==> src/rtl/downsampler.sv <==
// rtl/downsampler.sv - symbol-rate downsampler with sync alignment and misaligned-sync counting
// Optional DOWNSAMPLER_SLICER_EN adds o_bit, the sign slice of the captured symbol.
module downsampler #(
  parameter int NB_COUNT = 2,
  parameter int NB_DATA  = 8,
  parameter int NB_ERR   = 8
) (
  input  logic                clock,
  input  logic                i_reset,
  input  logic                i_enable,
  input  logic                i_sync,
  input  logic [NB_COUNT-1:0] i_phase,
  input  logic [NB_DATA-1:0]  i_sample,
  output logic [NB_DATA-1:0]  o_symbol,
  output logic                o_valid,
  output logic                o_locked,
  output logic                o_sync_err,
  output logic [NB_ERR-1:0]   o_err_count
`ifdef DOWNSAMPLER_SLICER_EN
  ,
  output logic                o_bit
`endif
);

  typedef enum logic [1:0] {
    IDLE      = 2'd0,
    WAIT_SYNC = 2'd1,
    RUN       = 2'd2
  } state_t;

  localparam logic [NB_COUNT-1:0] CNT_ONE = NB_COUNT'(1);
  localparam logic [NB_COUNT-1:0] CNT_MAX = '1;
  localparam logic [NB_ERR-1:0]   ERR_ONE = NB_ERR'(1);
  localparam logic [NB_ERR-1:0]   ERR_MAX = '1;

  state_t              state_q, state_d;
  logic [NB_COUNT-1:0] counter_q, counter_d;
  logic [NB_COUNT-1:0] phase_q, phase_d;
  logic [NB_DATA-1:0]  symbol_q, symbol_d;
  logic                valid_q, valid_d;
  logic                locked_q, locked_d;
  logic                sync_err_q, sync_err_d;
  logic [NB_ERR-1:0]   err_q, err_d;
`ifdef DOWNSAMPLER_SLICER_EN
  logic                bit_q, bit_d;
`endif

  always_ff @(posedge clock) begin
    if (i_reset) begin
      state_q    <= IDLE;
      counter_q  <= '0;
      phase_q    <= '0;
      symbol_q   <= '0;
      valid_q    <= 1'b0;
      locked_q   <= 1'b0;
      sync_err_q <= 1'b0;
      err_q      <= '0;
`ifdef DOWNSAMPLER_SLICER_EN
      bit_q      <= 1'b0;
`endif
    end else begin
      state_q    <= state_d;
      counter_q  <= counter_d;
      phase_q    <= phase_d;
      symbol_q   <= symbol_d;
      valid_q    <= valid_d;
      locked_q   <= locked_d;
      sync_err_q <= sync_err_d;
      err_q      <= err_d;
`ifdef DOWNSAMPLER_SLICER_EN
      bit_q      <= bit_d;
`endif
    end
  end

  always_comb begin
    state_d    = state_q;
    counter_d  = counter_q;
    phase_d    = phase_q;
    symbol_d   = symbol_q;
    valid_d    = 1'b0;
    sync_err_d = 1'b0;
    err_d      = err_q;
`ifdef DOWNSAMPLER_SLICER_EN
    bit_d      = bit_q;
`endif
    if (!i_enable) begin
      state_d   = IDLE;
      counter_d = '0;
    end else begin
      unique case (state_q)
        IDLE: begin
          counter_d = '0;
          state_d   = WAIT_SYNC;
        end
        WAIT_SYNC: begin
          counter_d = '0;
          if (i_sync) begin
            state_d   = RUN;
            counter_d = CNT_ONE;
            phase_d   = i_phase;
          end
        end
        RUN: begin
          counter_d = counter_q + CNT_ONE;
          // Capture uses the pre-realign counter, so a misaligned sync never drops a due symbol.
          if (counter_q == phase_q) begin
            symbol_d = i_sample;
            valid_d  = 1'b1;
`ifdef DOWNSAMPLER_SLICER_EN
            bit_d    = ~i_sample[NB_DATA-1];
`endif
          end
          // Phase only moves at the frame boundary so each frame yields exactly one symbol.
          if (counter_q == CNT_MAX) begin
            phase_d = i_phase;
          end
          if (i_sync && (counter_q != '0)) begin
            sync_err_d = 1'b1;
            counter_d  = CNT_ONE;
            phase_d    = i_phase;
            if (err_q != ERR_MAX) begin
              err_d = err_q + ERR_ONE;
            end
          end
        end
        default: begin
          state_d   = IDLE;
          counter_d = '0;
        end
      endcase
    end
    locked_d = (state_d == RUN);
  end

  assign o_symbol    = symbol_q;
  assign o_valid     = valid_q;
  assign o_locked    = locked_q;
  assign o_sync_err  = sync_err_q;
  assign o_err_count = err_q;
`ifdef DOWNSAMPLER_SLICER_EN
  assign o_bit       = bit_q;
`endif

endmodule

==> config.mk <==
export PLATFORM = sky130hd
export DESIGN_NAME = downsampler
export DESIGN_NICKNAME = d
export VERILOG_FILES = /design/src/rtl/downsampler.sv
export SDC_FILE = /design/constraint.sdc
export NUM_CORES = 1
export LEC_CHECK = 0
export CAP_MARGIN = 20
export CORE_UTILIZATION = 45
export DETAILED_ROUTE_END_ITERATION = 16
export PLACE_DENSITY_LB_ADDON = 0.3
export SYNTH_ARGS = -nofsm -noshare
export SYNTH_HDL_FRONTEND = slang
export SYNTH_SLANG_ARGS = --single-unit
==> constraint.sdc <==
create_clock -name clock -period 2 [get_ports clock]
set_input_delay 0.6 -clock clock [delete_from_list [all_inputs] [get_ports clock]]
set_output_delay 0.6 -clock clock [all_outputs]
set_load 0.02 [all_outputs]
# Word level (Yosys, flattened, before mapping)

Cells that the tools add are included.

Logic and storage cells: 41
Input port bits: 14
Output and inout bits: 19
Bits in registers: 25

Muxes and demuxes: 12
Equality and inequality tests: 8
Reductions and logical operators: 9
Add/sub/neg operators: 2
Bitwise logic cells: 2

Operators by type and width:

| kind                                          | number |
|---|---|
| two-way mux 2 bit                             | 6 |
| adder 8 x 1 -> 8 bit, second input constant   | 1 |
| != test 8 bit, second input constant          | 1 |
| case mux 2 bit (2 select lines)               | 2 |
| AND reduction 4 bit                           | 2 |
| == test 2 bit, second input constant          | 3 |
| case mux 2 bit (3 select lines)               | 1 |
| nonzero test 2 bit                            | 2 |
| two-way mux 1 bit                             | 3 |
| != test 3 bit, second input constant          | 1 |
| AND reduction 3 bit                           | 1 |
| OR reduction 3 bit                            | 1 |
| adder 2 x 1 -> 2 bit, second input constant   | 1 |
| == test 2 x 1 -> 1 bit, second input constant | 1 |
| == test 2 bit                                 | 1 |
| zero test 2 bit                               | 1 |
| != test 2 bit, second input constant          | 1 |
| NOT 1 bit                                     | 2 |
| OR reduction 2 bit                            | 1 |
| logical AND 1 bit                             | 1 |

# Depth between registers and ports, before layout

Depth in word-level cells: 4
Mapped depth: 7
Depth with buffers taken out: 6

# Least setup slack after synthesis

No wires, ideal clock.

Path kind: register to register
Start point: register counter_q[0]
End point: register err_q[5] (netlist: o_err_count[5])
Clock period less this slack: 1.596 ns
Setup time: 0.091 ns
Cell stages (with the launch flop): 8
Data required time: 1.909 ns
Slack: 0.404 ns
Buffers on the path: 1
Arrival: 1.505 ns
Cell sequence: dfxtp_1 > inv_1 > ha_1 > and4b_1 > buf_4 > and3_4 > a41oi_1 > a311oi_1

Longest elaborated chain between the ends: 3

Ends and longest elaborated chain:

| element                              | line | text |
|---|---|---|
| start: declaration                   | 37   | `logic [NB_COUNT-1:0] counter_q, counter_d;` |
| start signal: assignment             | 63   | `counter_q <= counter_d;` |
| nonzero test 2 bit                   | 118  | `if (i_sync && (counter_q != '0)) begin` |
| logical AND 1 bit                    | 118  |  |
| AND reduction 4 bit (no source line) | n/a  |  |
| end signal: assignment               | 69   | `err_q <= err_d;` |
| end: declaration                     | 43   | `logic [NB_ERR-1:0] err_q, err_d;` |

Every way passes these cells.
A chain may end at the register's enable or synchronous reset.

# Final worst setup path

Start point: register symbol_q[7] (netlist: o_symbol[7])
End point: output port o_symbol[7]

RTL lines:

| element                  | line | text |
|---|---|---|
| start: declaration       | 39   | `logic [NB_DATA-1:0] symbol_q, symbol_d;` |
| start signal: assignment | 65   | `symbol_q <= symbol_d;` |
| end: declaration         | 14   | `output logic [NB_DATA-1:0] o_symbol,` |

No word-level cell between the ends.

==> reports/qor.yml <==
clock_tree:
  cts-root-buf: "clkbuf_4"
  clock-sinks: 25
  path_clk_slew_ns: 0.13
  clockBufferDepth: 2
  h-tree-depth: 1
  cts_buffers: 3
  clock_latency_ns: 0.32
  cts_tree: "done"
critical_path:
  endpoint_kind: "output pin"
  critPathBufInv: 1
  startpoint_type: "flop"
  path_cells: "clkdlybuf4s50_1"
  arrival_ns: 1.30
  required_ns: 1.40
  cp_top_family: "buffers and inverters"
  slowest_delay_ns: 0.62
  slowest_stage: "clkdlybuf4s50_1"
  crit_fanout: 2
  path_class: "reg2out"
detailed_routing:
  antenna_left: 0
  via_per_inst: 5.394
  drtIter0Drc: 20
  route.detailed.drc: 0
  vias: 1014
  routedWlPerCell_um: 12.28
  drtPass1Iterations: 4
  totalWireLength_um: 2308
synthesis:
  seq_area_frac_synth_pct: 43.72
  syn_area_sq_mm: 0.001145
  synth-edff-count: 0
  async_flop_share_pct: 0
  synth-simple-area-share_pct: 20.77
  ys_warn_count: 0
  synth_compound_area_share_pct: 11.15
  avgSynthCellArea_sq_um: 9.540
  synth-main-ff-cell: "dfxtp_1"
  synth_xor_xnor_area_share_pct: 3.825
  synth_nets: 141
  synthAdderAreaFrac_pct: 7.650
  ys_ff_latch: 25
  postSynthCellCount: 120
  yosys-mux-area-fraction_pct: 9.617
  ys_types: 31
  synth_top_family_by_area: "simple AND/OR/NAND/NOR gates"
power_and_ir_drop:
  power_density_mw_per_mm2: 511.8
  leakage_nw: 0.6597
  vdd_drop_max_uv: 371.6
placed_design:
  placed_area_sq_mm: 0.001550
  place_congestion: 0.8037
  port-buffer-count: 32
  dp_hpwl_um: 1793
  dp.cells: 184
layout:
  drive_gt1_share_pct: 8.125
  layoutNonFillerInstCount: 188
  nets: 182
  area_growth_pct: 37.92
  layout.cell_area.non_filler_sq_mm: 0.001579
  diodes: 0
floorplan:
  fp-row-count: 17
  die-area_sq_mm: 0.002750
  die_w_um: 52.44
  ioPinCount: 33
  core_sq_mm: 0.002297
  fp.dieH_um: 52.44
  initial_utilization_pct: 49.84
timing:
  fin_skew_ns: 0.001384
  slew_viol_final: 0
  relSlewSlack_pct: 73.71
  hold_violations: 0
  fmax_mhz: 526.7
  whs_ns: 0.5003
  worst_pin_slew_ns: 0.3902
  min_period_ns: 1.899
  finalCritPeriodShare_pct: 94.93
  grt_setup_unrepaired: "false"
  finalSetupViolations: 0
global_routing:
  grt_pass1_vias: 895
  antenna_found_initial: 0
  grt_max_degree: 15
  grt_pass1_wl_um: 3795
  grtUsageTotal_pct: 18.90
  grt_overflow_total: 0
worst_hold_path:
  min-delay-path-class: "reg2reg"
run_status:
  status: "finished, final reports clean"
flow_run:
  maxCapViolCount: 0
[per-layer routing]
layer  GRT usage (%)  share of wire, %  vias up
met2           30.80                50       31
met1           24.73                44      474
met5               0                 0        -
li1                -                 -      504
met4           7.895               1.8        0
met3           2.609               3.9        5
[worst paths after layout]
kind                from             end  slack, ns  cells past startpoint
max          o_symbol[7]     o_symbol[7]       0.10                      1
min           phase_q[1]      phase_q[1]       0.50                      2
max reg2reg   state_q[0]  o_err_count[5]       0.29                      6
min reg2reg   phase_q[1]      phase_q[1]       0.50                      2
[sequential cells by signal, summed over array words and instances (netlist names)]
name and cells:
counter_q 2, o_err_count 8, o_locked 1, o_symbol 8, o_sync_err 1, o_valid 1
phase_q 2, state_q 2
[through the flow]
step / worst slack [ns] / util (%) / TNS, ns / power, W
floorplan: 0.4044 / - / 0 / 0.0005444
CTS: 0.01144 / 68.41 / 0 / 0.0008171
global placement: -0.02010 / 67.48 / -0.02010 / 0.0005863
finish: 0.1014 / 68.74 / 0 / 0.0008081
detailed placement: -0.04938 / 67.48 / -0.04938 / 0.0005890
global route: 0.05090 / 68.74 / 0 / 0.0008457
[cell families after synthesis]
group                    after synthesis
buffers and inverters                  9
AO/OA/AOI/OAI                         19
XOR/XNOR                               5
multiplexers                          11
adder cells (fa/ha/maj)                7
AND/OR/NAND/NOR                       44
flip-flops                            25
[synth_stat cells, drive strengths merged (2+ instances only)]
| master | number | area, sq um |
|---|---|---|
| clkbuf | 2 | 7.510 |
| dfxtp | 25 | 500.5 |
| nand2b | 5 | 31.28 |
| nand2 | 5 | 18.77 |
| a311oi | 2 | 17.52 |
| mux2i | 11 | 110.1 |
| nor4 | 3 | 18.77 |
| xor2 | 5 | 43.79 |
| a31oi | 3 | 18.77 |
| nor2 | 16 | 60.06 |
| o21ai | 2 | 10.01 |
| nand3 | 3 | 15.01 |
| a21oi | 5 | 25.02 |
| nor2b | 2 | 12.51 |
| and3 | 2 | 17.52 |
| ha | 7 | 87.58 |
| inv | 6 | 22.52 |
| nor3 | 4 | 31.28 |
| o211ai | 2 | 15.01 |
[layout by cell type (no fill, tap or decap), drive strengths merged, types with 4 or more instances in the layout]
cell / instances
nand2b: 5
nor2: 16
buf: 7
mux2i: 11
xor2: 5
dlygate4sd2: 5
a21oi: 5
ha: 7
nand2: 5
nor3: 4
inv: 6
clkdlybuf4s50: 24
dfxtp: 25
[power by group]
part | total, W | switching, W | internal (W) | leakage [nW]
Clock | 0.000230 | 0.000155 | 0.0000752 | 0.0177
Sequential | 0.000506 | 0.00000336 | 0.000502 | 0.202
Combinational | 0.0000723 | 0.0000299 | 0.0000424 | 0.440
Total | 0.000808 | 0.000188 | 0.000620 | 0.660
[layout make-up]
cell class              count  area [sq um]
multi-input cells          86         606.8
well taps                  28         35.03
inverters                   6         22.52
clock buffers               3         22.52
repair buffers             39         386.6
clock inverters             1         5.005
flip-flops and latches     25         500.5
fillers                   187         718.2
[repair_timing]
item | in CTS | in global routing
buffers inserted | 0 | 0
hold buffers | 0 | 0
cloned | 0 | 0
gates resized for setup | 5 | 3
endpoints found under the setup margin | 5 | 3
pin swaps | 0 | 0
Power figures use the tool's default switching activity.
